### src/rtl/vga_scan_ctrl.sv
// -----------------------------------------------------------------------------
// vga_scan_ctrl
//
// Raster scan generator for a VGA-style display. A clock divider makes a
// one-clk pixel strobe every CLK_DIV system clocks. On each strobe the
// column/line counters advance, and the sync and colour outputs are registered
// from the pre-increment counter position. Sync and colour therefore always
// describe the same pixel, and they appear one clk after that pixel's strobe.
//
// Ports
//   clk          system clock; all logic runs on its rising edge
//   rst          synchronous, active-high reset
//   pixel_in     composed colour {R,G,B}, 4 bits each, sampled on pixel_tick
//   pixel_tick   one-clk pixel strobe (combinational from the divider)
//   h_cnt        current column, 0..H_TOTAL-1
//   v_cnt        current line,   0..V_TOTAL-1
//   vga_valid    (h_cnt,v_cnt) lies in the visible area (combinational)
//   frame_start  one-clk pulse on the tick that wraps the whole frame
//   hsync/vsync  active-low syncs, registered
//   vgaRed/vgaGreen/vgaBlue  registered colour to the DAC, blanked off-screen
// -----------------------------------------------------------------------------
module vga_scan_ctrl #(
   parameter int CLK_DIV = 4,
   parameter int H_DISP  = 640,
   parameter int H_FP    = 16,
   parameter int H_SYNC  = 96,
   parameter int H_BP    = 48,
   parameter int V_DISP  = 480,
   parameter int V_FP    = 10,
   parameter int V_SYNC  = 2,
   parameter int V_BP    = 33
) (
   input  logic        clk,
   input  logic        rst,
   input  logic [11:0] pixel_in,
   output logic        pixel_tick,
   output logic [9:0]  h_cnt,
   output logic [9:0]  v_cnt,
   output logic        vga_valid,
   output logic        frame_start,
   output logic        hsync,
   output logic        vsync,
   output logic [3:0]  vgaRed,
   output logic [3:0]  vgaGreen,
   output logic [3:0]  vgaBlue
);

   localparam int H_TOTAL = H_DISP + H_FP + H_SYNC + H_BP;
   localparam int V_TOTAL = V_DISP + V_FP + V_SYNC + V_BP;

   // A divide-by-1 still needs a one-bit counter so the compare is legal.
   localparam int DIV_W = (CLK_DIV > 1) ? $clog2(CLK_DIV) : 1;

   localparam logic [DIV_W-1:0] DIV_LAST = DIV_W'(CLK_DIV - 1);

   // Counter boundaries sized to the 10-bit counters.
   localparam logic [9:0] H_LAST   = 10'(H_TOTAL - 1);
   localparam logic [9:0] V_LAST   = 10'(V_TOTAL - 1);
   localparam logic [9:0] H_VIS    = 10'(H_DISP);
   localparam logic [9:0] V_VIS    = 10'(V_DISP);
   localparam logic [9:0] HS_BEG   = 10'(H_DISP + H_FP);
   localparam logic [9:0] HS_END   = 10'(H_DISP + H_FP + H_SYNC);
   localparam logic [9:0] VS_BEG   = 10'(V_DISP + V_FP);
   localparam logic [9:0] VS_END   = 10'(V_DISP + V_FP + V_SYNC);

   // State
   logic [DIV_W-1:0] div_cnt_q, div_cnt_d;
   logic [9:0]       h_cnt_q,   h_cnt_d;
   logic [9:0]       v_cnt_q,   v_cnt_d;
   logic             hsync_q,   hsync_d;
   logic             vsync_q,   vsync_d;
   logic [11:0]      rgb_q,     rgb_d;

   // Decodes of the current (pre-increment) position
   logic h_wrap;
   logic v_wrap;
   logic in_hsync;
   logic in_vsync;

   always_comb begin
      // Divider: one strobe per CLK_DIV clks, on the last count.
      pixel_tick = (div_cnt_q == DIV_LAST);
      div_cnt_d  = pixel_tick ? '0 : div_cnt_q + DIV_W'(1);

      h_wrap   = (h_cnt_q == H_LAST);
      v_wrap   = (v_cnt_q == V_LAST);
      in_hsync = (h_cnt_q >= HS_BEG) && (h_cnt_q < HS_END);
      in_vsync = (v_cnt_q >= VS_BEG) && (v_cnt_q < VS_END);

      vga_valid   = (h_cnt_q < H_VIS) && (v_cnt_q < V_VIS);
      frame_start = pixel_tick && h_wrap && v_wrap;

      // Defaults: everything holds between strobes.
      h_cnt_d = h_cnt_q;
      v_cnt_d = v_cnt_q;
      hsync_d = hsync_q;
      vsync_d = vsync_q;
      rgb_d   = rgb_q;

      if (pixel_tick) begin
         // Line advances on the same strobe that wraps the column.
         if (h_wrap) begin
            h_cnt_d = '0;
            v_cnt_d = v_wrap ? '0 : v_cnt_q + 10'd1;
         end else begin
            h_cnt_d = h_cnt_q + 10'd1;
         end

         // Outputs come from the position before the increment so that sync
         // and colour describe the same pixel. Blanking outside the visible
         // area also guarantees black whenever a sync pulse is active.
         hsync_d = ~in_hsync;
         vsync_d = ~in_vsync;
         rgb_d   = vga_valid ? pixel_in : 12'h000;
      end
   end

   always_ff @(posedge clk) begin
      if (rst) begin
         div_cnt_q <= '0;
         h_cnt_q   <= '0;
         v_cnt_q   <= '0;
         hsync_q   <= 1'b1;
         vsync_q   <= 1'b1;
         rgb_q     <= 12'h000;
      end else begin
         div_cnt_q <= div_cnt_d;
         h_cnt_q   <= h_cnt_d;
         v_cnt_q   <= v_cnt_d;
         hsync_q   <= hsync_d;
         vsync_q   <= vsync_d;
         rgb_q     <= rgb_d;
      end
   end

   assign h_cnt    = h_cnt_q;
   assign v_cnt    = v_cnt_q;
   assign hsync    = hsync_q;
   assign vsync    = vsync_q;
   assign vgaRed   = rgb_q[11:8];
   assign vgaGreen = rgb_q[7:4];
   assign vgaBlue  = rgb_q[3:0];

endmodule

### config.mk
export PLATFORM = sky130hd
export DESIGN_NAME = vga_scan_ctrl
export DESIGN_NICKNAME = d
export VERILOG_FILES = /design/src/rtl/vga_scan_ctrl.sv
export SDC_FILE = /design/constraint.sdc
export NUM_CORES = 1
export LEC_CHECK = 0
export ABC_AREA = 1
export CORE_MARGIN = 1.5
export CORE_UTILIZATION = 52
export DETAILED_ROUTE_END_ITERATION = 12
export GPL_TIMING_DRIVEN = 0
export MAX_ROUTING_LAYER = met4
export PLACE_DENSITY = 0.84
export SETUP_SLACK_MARGIN = 0.02
export SYNTH_ARGS = -nofsm -noshare
export SYNTH_HDL_FRONTEND = slang
export SYNTH_SLANG_ARGS = --single-unit
### constraint.sdc
create_clock -name clk -period 1.9 [get_ports clk]
set_input_delay 0.38 -clock clk [delete_from_list [all_inputs] [get_ports clk]]
set_output_delay 0.38 -clock clk [all_outputs]
set_load 0.02 [all_outputs]
==> results.md <==
- Status: completed
- Min-delay worst type: register to register
- Peak Freq: 0.528 GHz
- Grt ovf: 0
- Cell count after synthesis: 261
- # rows: 21
- CTS tree: done
- Commonest non-fill, non-tap cell in the layout: nand2_1
- Worst R2R Path Depth: 7
- Top-area cell type share of the netlist area: 0.378
- RSZ-0062 raised after global routing: true
- Global placement routability congestion: 0.868
- Vias in the first global route: 1820
- # setup viols final: 0
- H-tree levels: 2
- Root buffer cell: clkbuf_4
- First-pass GRT wire length: 8020 microns
- Buf/Inv on CP: 2
- CP Data Arrival Time: 1.51 ns
- Hpwl dp: 3270 microns
- Synth top area cells: dfxtp_1, nand2_1, inv_1
- WL/cell: 13.3 microns
- Drt pass-1 iters: 4
- Crit-path leading delay family: simple AND/OR/NAND/NOR gates
- Synthesized Nets: 281
- CTS buffer count: 5
- IO buf count: 50
- Total Power: 1.47 mW
- Ant diodes: 0
- Crit start category: register
- Top Ports: 51
- Max_cap viols: 0
- Worst EP required: 1.52 ns
- Synth area leader: dfxtp_1
- Global-route usage over all layers: 0.259
- Register area share after synthesis: 0.378
- Period utilization: 0.996
- # nets final: 354
- Die Y: 63.6 microns
- Yosys cell types: 30
- Final Slew Violations: 0
- Worst Tran Pin Value: 0.495 ns
- Skew-Pair Late Insertion Delay: 0.35 ns
- DRC violations left: 0
- FF+latch count, synth: 36
- CP Cell Sequence: ha_4, nand2_2, inv_2, nand3_2, nor2_4, nand2_2, nor2_2, buf_4
- Critical path type: register to output port
- WL final: 5090 microns
- PwrDens: 528 nW/um^2
- Number of cells on the critical path: 8
- Initial core utilization: 0.558
- # hold bufs at CTS: 0
- Clk slew on worst S/H paths: 0.12 ns
- DR iter-0 viols: 112
- Final cell count without fillers: 381
- Placed Cells: 357
- Fin. Hold Viols: 0
- Clock skew: 0.0110 ns
- Overall die width: 63.6 microns
- Setup crit end kind: output port
- Via count: 1926
- Synth Area per Inst: 7.31 sq um
- Setup Total Neg Slack: 0 ns
- Crit Path Max Fanout: 2
- Leakage: 1.23 nW
- Relative slew slack: 0.670
- Cell count of the worst hold path: 1
- Critical-path top delay cell: dfxtp_2
- Core ar.: 3420 sq um
- Synth Warn #: 0
- Largest net degree at the start of global routing: 13
- Largest stage delay, worst path: 0.38 ns
- Die area: 4040 sq um
- Initial antenna violation count: 0
- Layout cells sized above 1: 0.275
- Most frequent cells in the layout: nand2_1, clkdlybuf4s50_1, dfxtp_1
- Post-Synthesis Cell Area: 1910 sq um
- CTS sink cnt: 36
- Average vias per placed instance: 5.06
- Min Tclk post-route: 1.89 ns
- DRT antenna net count: 0
- Clk buf depth: 2
- Crit-path most repeated cell: nand2_2
- Max VDD drop: 0.653 mV
- Final hold slack: 0.447 ns
- Area grow syn2layout: 45.7%
==> per-layer routing <==
layer  track usage  part of all wire  up-vias
met5             -                 0        -
met1         0.294              0.41      889
li1              -                 -      966
met4        0.0652             0.015        0
met2         0.447              0.52       62
met3        0.0732             0.057        9
==> synth_stat cells <==
master,instances
nand3_2,3
o2111ai_1,1
nor3_1,3
nand4_1,3
nand3_1,11
xor2_1,7
nand2_2,4
o21bai_1,1
o21ai_0,4
ha_1,6
nor2_1,26
o21ai_2,9
inv_2,5
a21oi_1,13
clkbuf_1,1
inv_1,28
a31oi_1,1
clkinv_1,1
nor3b_1,2
dfxtp_1,36
nor2_4,6
o22ai_1,1
nand2_1,71
o21ai_1,3
nand4_2,3
nor2_2,5
buf_2,3
a211oi_1,1
buf_6,2
inv_4,1
==> cell families after synthesis <==
group,after synthesis,share of synthesized area
flip-flops,36,0.378
AO/OA/AOI/OAI,34,0.113
adder cells (fa/ha/maj),6,0.0394
XOR/XNOR,7,0.0322
buffers and inverters,41,0.0919
AND/OR/NAND/NOR,137,0.346
==> power by group <==
part	internal, mW	switching (mW)	total, mW
Sequential	0.768	0.00955	0.777
Clock	0.274	0.278	0.552
Combinational	0.0652	0.0716	0.137
Total	1.11	0.359	1.47
==> path summary, 6_finish.rpt <==
check | start | end | slack (ns)
max | h_cnt[1] | frame_start | 0.007
min | div_cnt_q[0] | div_cnt_q[0] | 0.45
max reg2reg | div_cnt_q[0] | h_cnt[1] | 0.34
min reg2reg | div_cnt_q[0] | div_cnt_q[0] | 0.45
==> state kept, by name (all words and copies together) (netlist names) <==
signal     flops
vsync          1
div_cnt_q      2
v_cnt         10
rgb_q         12
h_cnt         10
hsync          1
==> timing repair <==
action                                  CTS  global route
setup buffers                             8             9
gates cloned                              0             0
pin swaps                                 5             5
gates resized for setup                  25            29
endpoints found under the setup margin    3            10
==> final cells by class <==
cell class                      count  area, sq um
Multi-Input combinational cell    184         1090
Sequential cell                    36          741
Timing Repair Buffer               67          641
Fill cell                         225          638
Inverter                           35          134
Tap cell                           46         57.6
Clock inverter                      3         42.5
Clock buffer                        5         37.5
Buffer                              5         32.5
==> metrics by stage <==
step           worst slack (ns)  cell area, sq um   util
2_1_floorplan             0.116              1910      -
6_report                0.00739              2780  0.813
4_1_cts                 -0.0382              2640  0.773
3_3_place_gp             -0.304              2460  0.722
5_1_grt                 -0.0637              2780  0.813
3_5_place_dp             -0.289              2460  0.722
No activity file was read; power rests on OpenSTA's default activity.
